<file path="src/rtl/vend_dispense_ctrl.sv">
// vend_dispense_ctrl
//   Vending-machine dispense controller. Accepts one vend request at a time,
//   checks the per-slot stock, spins the slot motor for a fixed number of
//   cycles, waits (bounded) for the drop sensor and reports the outcome.
//   Stock is kept internally as sixteen 4-bit counters, restocked via load_*.
//
// Ports
//   clk          rising-edge clock
//   reset        asynchronous, active-high reset
//   req_valid    vend request present
//   req_slot     requested slot 0..15
//   req_ready    high only while IDLE (request can be accepted)
//   load_en      restock strobe, writes load_count to stock[load_slot]
//   load_slot    slot to restock
//   load_count   new stock count
//   drop_sensor  item-drop detector
//   motor_en     one-hot motor drive, nonzero only in SPIN
//   busy         high in every state except IDLE
//   done         one-cycle completion pulse
//   status       result while done=1: 00 vended, 01 empty, 10 jam
module vend_dispense_ctrl #(
    parameter int MOTOR_CYCLES   = 8,
    parameter int TIMEOUT_CYCLES = 32
) (
    input  logic        clk,
    input  logic        reset,
    input  logic        req_valid,
    input  logic [3:0]  req_slot,
    output logic        req_ready,
    input  logic        load_en,
    input  logic [3:0]  load_slot,
    input  logic [3:0]  load_count,
    input  logic        drop_sensor,
    output logic [15:0] motor_en,
    output logic        busy,
    output logic        done,
    output logic [1:0]  status
);

    typedef enum logic [2:0] {
        IDLE,
        CHECK,
        SPIN,
        WAIT_DROP,
        REPORT
    } state_t;

    localparam logic [7:0] SPIN_LAST    = 8'(MOTOR_CYCLES - 1);
    localparam logic [7:0] TIMEOUT_LAST = 8'(TIMEOUT_CYCLES - 1);

    localparam logic [1:0] ST_VENDED = 2'b00;
    localparam logic [1:0] ST_EMPTY  = 2'b01;
    localparam logic [1:0] ST_JAM    = 2'b10;

    state_t     state;
    logic [3:0] slot;
    logic [7:0] cnt;
    logic       dropped;
    logic [3:0] stock [16];

    logic load_ok;
    logic vend_ok;

    function automatic logic [15:0] slot_onehot(input logic [3:0] s);
        return 16'd1 << s;
    endfunction

    // A restock of the slot currently being vended is blocked so the
    // in-flight transaction sees a stable count; in IDLE every load lands,
    // including one coincident with request acceptance.
    assign load_ok = load_en && !((state != IDLE) && (load_slot == slot));

    // Successful vend: a drop seen anywhere in SPIN (including its last
    // cycle) or any drop during WAIT_DROP.
    assign vend_ok = ((state == SPIN) && (cnt == SPIN_LAST) && (dropped || drop_sensor)) ||
                     ((state == WAIT_DROP) && drop_sensor);

    always_ff @(posedge clk or posedge reset) begin
        if (reset) begin
            state     <= IDLE;
            slot      <= '0;
            cnt       <= '0;
            dropped   <= 1'b0;
            motor_en  <= '0;
            busy      <= 1'b0;
            done      <= 1'b0;
            status    <= ST_VENDED;
            req_ready <= 1'b1;
            for (int i = 0; i < 16; i++) begin
                stock[i] <= '0;
            end
        end else begin
            // load_ok excludes the latched slot while busy, so these two
            // writes never target the same counter on one edge.
            if (load_ok) begin
                stock[load_slot] <= load_count;
            end
            if (vend_ok) begin
                stock[slot] <= stock[slot] - 4'd1;
            end

            done <= 1'b0;

            case (state)
                IDLE: begin
                    if (req_valid) begin
                        slot      <= req_slot;
                        state     <= CHECK;
                        busy      <= 1'b1;
                        req_ready <= 1'b0;
                    end
                end

                CHECK: begin
                    cnt     <= '0;
                    dropped <= 1'b0;
                    if (stock[slot] == 4'd0) begin
                        state  <= REPORT;
                        status <= ST_EMPTY;
                        done   <= 1'b1;
                    end else begin
                        state    <= SPIN;
                        motor_en <= slot_onehot(slot);
                    end
                end

                SPIN: begin
                    if (drop_sensor) begin
                        dropped <= 1'b1;
                    end
                    if (cnt == SPIN_LAST) begin
                        motor_en <= '0;
                        cnt      <= '0;
                        if (dropped || drop_sensor) begin
                            state  <= REPORT;
                            status <= ST_VENDED;
                            done   <= 1'b1;
                        end else begin
                            state <= WAIT_DROP;
                        end
                    end else begin
                        cnt <= cnt + 8'd1;
                    end
                end

                WAIT_DROP: begin
                    // A drop on the final timeout cycle still counts as vended.
                    if (drop_sensor) begin
                        state  <= REPORT;
                        status <= ST_VENDED;
                        done   <= 1'b1;
                    end else if (cnt == TIMEOUT_LAST) begin
                        state  <= REPORT;
                        status <= ST_JAM;
                        done   <= 1'b1;
                    end else begin
                        cnt <= cnt + 8'd1;
                    end
                end

                REPORT: begin
                    state     <= IDLE;
                    busy      <= 1'b0;
                    req_ready <= 1'b1;
                end

                default: begin
                    state     <= IDLE;
                    motor_en  <= '0;
                    busy      <= 1'b0;
                    req_ready <= 1'b1;
                end
            endcase
        end
    end

endmodule

</file>
<file path="config.mk">
export PLATFORM = sky130hd
export DESIGN_NAME = vend_dispense_ctrl
export DESIGN_NICKNAME = d
export VERILOG_FILES = /design/src/rtl/vend_dispense_ctrl.sv
export SDC_FILE = /design/constraint.sdc
export NUM_CORES = 1
export LEC_CHECK = 0
export CORE_MARGIN = 2
export CORE_UTILIZATION = 35
export DETAILED_ROUTE_END_ITERATION = 7
export DONT_BUFFER_PORTS = 1
export GPL_ROUTABILITY_DRIVEN = 1
export MAX_ROUTING_LAYER = met4
export PLACE_DENSITY = 0.59
export SLEW_MARGIN = 15
export SYNTH_ARGS = -nofsm -noshare
export SYNTH_HDL_FRONTEND = slang
export SYNTH_SLANG_ARGS = --single-unit
</file>
<file path="constraint.sdc">
create_clock -name clk -period 8.8 [get_ports clk]
set_clock_uncertainty 0.15 [all_clocks]
set_input_delay 0.88 -clock clk [delete_from_list [all_inputs] [get_ports clk]]
set_output_delay 0.88 -clock clk [all_outputs]
set_load 0.01 [all_outputs]
</file>
==> results of run 1 <==
power groups by stage:
stage               Combinational, mW  Sequential [mW]  Clock [mW]
floorplan                       0.873            0.760           0
global placement                 1.13            0.824           0
detailed placement               1.17            0.825           0
CTS                              1.17            0.818       0.403
global route                     1.27            0.843       0.425
finish                           1.17            0.823       0.396
registers in the layout, indices dropped and copies added (netlist names):
| signal | flops |
|---|---|
| status | 2 |
| req_ready | 1 |
| motor_en | 16 |
| state | 3 |
| done | 1 |
| dropped | 1 |
| busy | 1 |
| stock | 64 |
| slot | 4 |
| cnt | 8 |
worst max-delay path by stage:
stage	from	endpoint	slack [ns]	depth (start not counted)
floorplan	reset	busy$_DFFE_PP0P_	5.12	1
detailed placement	slot[0]$_DFFE_PP0P_	motor_en[4]$_DFFE_PP0P_	5.07	9
global placement	slot[0]$_DFFE_PP0P_	motor_en[5]$_DFFE_PP0P_	5.23	9
finish	slot[0]$_DFFE_PP0P_	motor_en[5]$_DFFE_PP0P_	5.04	9
CTS	slot[0]$_DFFE_PP0P_	motor_en[5]$_DFFE_PP0P_	5.03	9
global route	slot[0]$_DFFE_PP0P_	motor_en[13]$_DFFE_PP0P_	4.80	9
metrics by stage:
step	power (mW)	setup slack, ns
finish	2.39	5.04
floorplan	1.63	5.12
global placement	1.95	5.23
CTS	2.39	5.03
global route	2.54	4.80
detailed placement	1.99	5.07
final cells by class:
| class | instances | share of cell area (%) |
|---|---|---|
| clock buffers | 10 | 3.97 |
| clock inverters | 6 | 0.852 |
| inverters | 8 | 0.540 |
| multi-input cells | 361 | 47.7 |
| flip-flops and latches | 101 | 42.0 |
| well taps | 216 | 4.49 |
| repair buffers | 4 | 0.499 |
metal layers:
| metal | up-vias | wire length (µm) | track usage, % | part of all wire, % |
|---|---|---|---|---|
| met3 | 16 | 818 | 4.23 | 5.6 |
| met2 | 104 | 6570 | 26.1 | 45 |
| li1 | 1827 | - | - | - |
| met1 | 2024 | 6870 | 26.1 | 47 |
| met5 | - | 0 | - | 0 |
| met4 | 0 | 255 | 6.13 | 1.8 |
critical path, cell delays in order (launching register included):
cell	delay, ns
dfrtp_1	0.34
buf_4	0.37
mux4_2	0.57
mux4_2	0.65
inv_1	0.27
ha_1	0.19
inv_1	0.04
nor3_2	0.37
a211o_1	0.52
o2bb2ai_1	0.18
layout by cell type, fill, tap and decap left out, drive strengths merged, types with 4 or more instances in the layout:
cell / count
a211oi: 12
a21oi: 33
a22oi: 4
and4: 12
buf: 4
clkbuf: 10
dfrtp: 100
inv: 11
mux2: 5
mux2i: 83
mux4: 17
nand2: 25
nand2b: 5
nand3: 11
nand4: 6
nor2: 35
nor2b: 19
nor3: 15
o21ai: 18
o2bb2ai: 16
o31ai: 4
or3: 6
xnor2: 4
xor2: 6
cell families (layout without fill, tap and decap cells):
group                      Yosys count  after routing  synth area share (%)
xor gates and xnor gates            10             10                  1.57
muxes                              105            105                  22.7
adders and majority gates            3              3                 0.672
buffers and inverters               50             28                  3.58
AOI/OAI and AO/OA                   98             98                  11.5
and+or+nand+nor                    145            145                  14.7
DFF                                101            101                  45.2
==> run summary, run 1 <==
Rows - 46
FF+latch area - 2530 µm²
clk slew on worst S/H paths - 0.08 ns
starting density of the core - 35.4%
Max Fclk - 0.266 GHz
Core Footprint - 15,800 µm²
post-synthesis cell count - 512
Post-Syn Area - 5590 µm²
Hold Path Class - input pin to asynchronous set/reset pin
via density per instance - 5.62
Syn Nets - 532
Overflow after GRT - 0
Seq pwr share - 34.4%
layout net count - 505
Die W - 130 µm
CP required - 8.92 ns
Final setup viols - 0
critical path data arrival time - 3.87 ns
gr usage total - 18.4%
num ports - 38
post-synthesis async set-or-reset flop share - 100%
Final Hold Vio Count - 0
DR pass1 iterations - 5
Die Area - 17,000 µm²
area leader, netlist - dfrtp_1
crit path time final - 3.76 ns
number of global-route vias before repair - 3,916
Mean Syn Cell Area - 10.9 µm²
reg-to-reg endpoint - motor_en[5]$_DFFE_PP0P_
status - finished, final reports clean
EDFF count, synth - 0
Net Switching - 1.09 mW
Seq cells post-synth - 101
part of the cycle the worst path needs - 42.7%
Avg WL per Cell - 20.5 µm
RSZ-0062 raised after global routing - false
TritonCTS buffer count - 9
top post-synthesis cells by area - dfrtp_1 45%, mux2i_1 15%, mux4_2 6.8%
combinational power share - 49.1%
hpwl dp - 9910 µm
clock network fraction of total power - 16.5%
Startpoint Class - flip-flop
utilization after layout - 38.2%
CTS tree - yes
# clock sinks - 101
max-slew violations - 0
maximum VDD drop - 0.000257 V
top cells by count, synth - 100 x dfrtp_1, 83 x mux2i_1, 35 x nor2_1
clk_lat worst skew - 0.36 ns
DRC - 0
slew margin rel. - 25.8%
1st-iter DRT viols - 365
multi-input logic area - 2870 µm²
post-synthesis sequential area ratio - 45.2%
hold slack - 0.214 ns
CTS max path bufs - 2
placed cell area - 5730 µm²
non-filler cells, final - 706
vias - 3,971
final instance area - 6020 µm²
YS warnings - 0
FILL cells - 1,551
initial antenna violation count - 0
Chip Height - 130 µm
first-pass GRT wire length - 23,000 µm
Worst R2R Start - slot[0]$_DFFE_PP0P_
total power per unit cell area - 397 nW/µm²
gpl congestion - 0.949
area share of the largest cell type after synthesis - 44.8%
hold_buf cts - 0
most instantiated library cell after synthesis - dfrtp_1
Worst Max-Slew Pin Slew - 1.11 ns
type of the worst setup path - flip-flop to flip-flop
diodes inserted - 0
Most used DFF post-synth - dfrtp_1
reg-to-reg setup timing slack - 5.04 ns
Internal - 1.30 mW
placed cell count - 690
total wire length - 14,500 µm
layout cells sized above 1 - 12.0%
worst-path fanout max - 22
P&R area growth vs syn - 7.70%
Root Driver - clkbuf_16
Cell variety after synth - 46
post-cts sizing count - 0
Leakage - 2.31 nW
worst reg-to-reg path cell count - 9
Post-CTS Setup Bufs - 0
pin count of the biggest net entering global routing - 76
CP endpoint kind - flip-flop
Max Cap Viol - 0
Buffers on Ports - 0
Final ANT Viol Nets - 0
H-Tree Depth - 3
Switching Fraction - 45.8%
TNS Setup - 0 ns
(Power assumes the default switching activity.)
==> run 2: changes to the inputs <==
--- a/config.mk
+++ b/config.mk
@@ -11,7 +11,7 @@
 export DONT_BUFFER_PORTS = 1
 export GPL_ROUTABILITY_DRIVEN = 1
 export MAX_ROUTING_LAYER = met4
-export PLACE_DENSITY = 0.59
+export PLACE_DENSITY = 0.61
 export SLEW_MARGIN = 15
 export SYNTH_ARGS = -nofsm -noshare
 export SYNTH_HDL_FRONTEND = slang
==> constraint.sdc (replaced) <==
create_clock -name clk -period 3.1 [get_ports clk]
set_clock_uncertainty 0.15 [all_clocks]
set_input_delay 0.31 -clock clk [delete_from_list [all_inputs] [get_ports clk]]
set_output_delay 0.31 -clock clk [all_outputs]
set_load 0.01 [all_outputs]
==> run 2 against run 1 <==
Wire length shrank 1.7%; largest cell class unchanged; highest routed layer unchanged; register-to-register slack got worse by 4.9 ns; critical endpoint is now motor_en[6]$_DFFE_PP0P_; largest power group unchanged; setup slack worse by 4.9 ns; cell count rose by 4.1%; sequential power rose to 2.9 times the previous value; maximum frequency up 26%; via count is 4.0% higher; critical path depth increased by 1; first-iteration DRC count up 5.5%.
==> run summary, run 2 (synthesis gave the netlist of run 1 again) <==
DR pass1 iterations - 4
Avg WL per Cell - 19.4 µm
diodes inserted - 0
CP endpoint kind - flip-flop
layout cells sized above 1 - 15.6%
Die Area - 17,000 µm²
Leakage - 2.47 nW
most frequent cells in the layout - 99 x dfrtp_1, 83 x mux2i_1, 35 x nor2_1
Startpoint Class - flip-flop
Largest register FFs - 64
TNS Setup - 0 ns
multi-input logic area - 2870 µm²
P&R area growth vs syn - 13.0%
busiest grt layer - met2
part of the cycle the worst path needs - 96.2%
Root Driver - clkbuf_16
CP peak stage delay - 0.51 ns
most common cell after layout, fill and taps aside - dfrtp_1
total power per unit cell area - 1140 nW/µm²
CP required - 3.22 ns
FF+latch area - 2530 µm²
gpl congestion - 0.829
CTS max path bufs - 2
Hold Path Class - input pin to flip-flop
Max Fclk - 0.335 GHz
layout net count - 534
Max Cap Viol - 0
Chip Height - 130 µm
Rows - 46
utilization after layout - 40.0%
Worst Max-Slew Pin Slew - 0.841 ns
Buffers on Ports - 0
max-slew violations - 0
gr usage total - 18.2%
vias - 4,128
critical path data arrival time - 3.10 ns
Overflow after GRT - 0
CP max stage cell - dfrtp_2
global-route met3 utilization - 4.80%
Final ANT Viol Nets - 0
first-pass GRT wire length - 22,900 µm
Largest Register - stock
clk slew on worst S/H paths - 0.08 ns
starting density of the core - 35.4%
hpwl dp - 10,300 µm
slew margin rel. - 44.0%
placed cell area - 5910 µm²
clk_lat worst skew - 0.35 ns
grt met2 use - 28.0%
crit path time final - 2.98 ns
1st-iter DRT viols - 385
Largest regs - stock x64, motor_en x16, cnt x8
hold slack - 0.0115 ns
pin count of the biggest net entering global routing - 102
via density per instance - 5.62
GR Util met1 - 24.4%
initial antenna violation count - 0
CP Cell Sequence - buf_4 -> mux4_2 -> a22o_1 -> nor2_1 -> ha_1 -> inv_1 -> nor3_4 -> a211o_1 -> buf_12 -> o2bb2ai_1
Final Hold Vio Count - 0
TritonCTS buffer count - 9
Core Footprint - 15,800 µm²
overall power - 7.23 mW
H-Tree Depth - 3
total wire length - 14,300 µm
number of global-route vias before repair - 4,034
FILL cells - 1,530
Final setup viols - 0
# clock sinks - 101
num ports - 38
type of the worst setup path - flip-flop to flip-flop
DRC - 0
final instance area - 6310 µm²
CTS tree - yes
worst-path fanout max - 16
status - finished, final reports clean
maximum VDD drop - 0.000750 V
Die W - 130 µm
-- run 2: layer usage --
layer	part of all wire (%)	wire (µm)
met5	0	0
met2	46	6610
met4	1.0	148
met3	6.2	891
met1	46	6620
-- run 2: worst paths after layout --
path	from	end	slack [ns]	cells after the start
max in group asynchronous	reset	slot[0]$_DFFE_PP0P_	1.95	3
worst min-delay path	load_count[1]	stock[1]$_DFF_PP0_	0.01	2
worst max register to register	slot[0]$_DFFE_PP0P_	motor_en[6]$_DFFE_PP0P_	0.12	10
worst max-delay path	slot[0]$_DFFE_PP0P_	motor_en[6]$_DFFE_PP0P_	0.12	10
worst min register to register	req_ready$_DFFE_PP1P_	req_ready$_DFFE_PP1P_	0.36	2
min in group asynchronous	reset	motor_en[5]$_DFFE_PP0P_	0.45	3
-- run 2: timing repair --
action | CTS | global route
hold buffers | 8 | 0
setup endpoints to repair | 25 | 13
setup buffers | 0 | 0
gates resized for setup | 1 | 2
hold endpoints to repair | 114 | 0
-- run 2: report_power, final --
group	internal [mW]	total [mW]	switching (mW)
clock	0.648	1.19	0.545
sequential	1.88	2.40	0.517
combinational	1.54	3.64	2.10
total	4.07	7.23	3.16
-- run 2: final cells by class --
cell class | count | area share, %
Tap cell | 216 | 4.28
Timing Repair Buffer | 33 | 4.64
Multi-Input combinational cell | 361 | 45.5
Sequential cell | 101 | 40.1
Inverter | 8 | 0.535
Clock buffer | 9 | 3.57
Clock inverter | 7 | 1.47
-- run 2: per-stage QoR --
stage | setup slack, ns | std cells
2_1_floorplan | 0.0471 | 512
4_1_cts | 0.0600 | 735
6_report | 0.117 | 735
5_1_grt | -0.00173 | 735
3_3_place_gp | 0.0341 | 711
3_5_place_dp | -0.0482 | 711
-- run 2: worst max-delay path, delay by kind of cell, from the launching register on --
kind / cells / cell delay (ns)
AO/OA/AOI/OAI: 3 / 0.65
buffers and inverters: 3 / 0.41
adder cells (fa/ha/maj): 1 / 0.19
AND/OR/NAND/NOR: 2 / 0.49
multiplexers: 1 / 0.50
flip-flops: 1 / 0.51
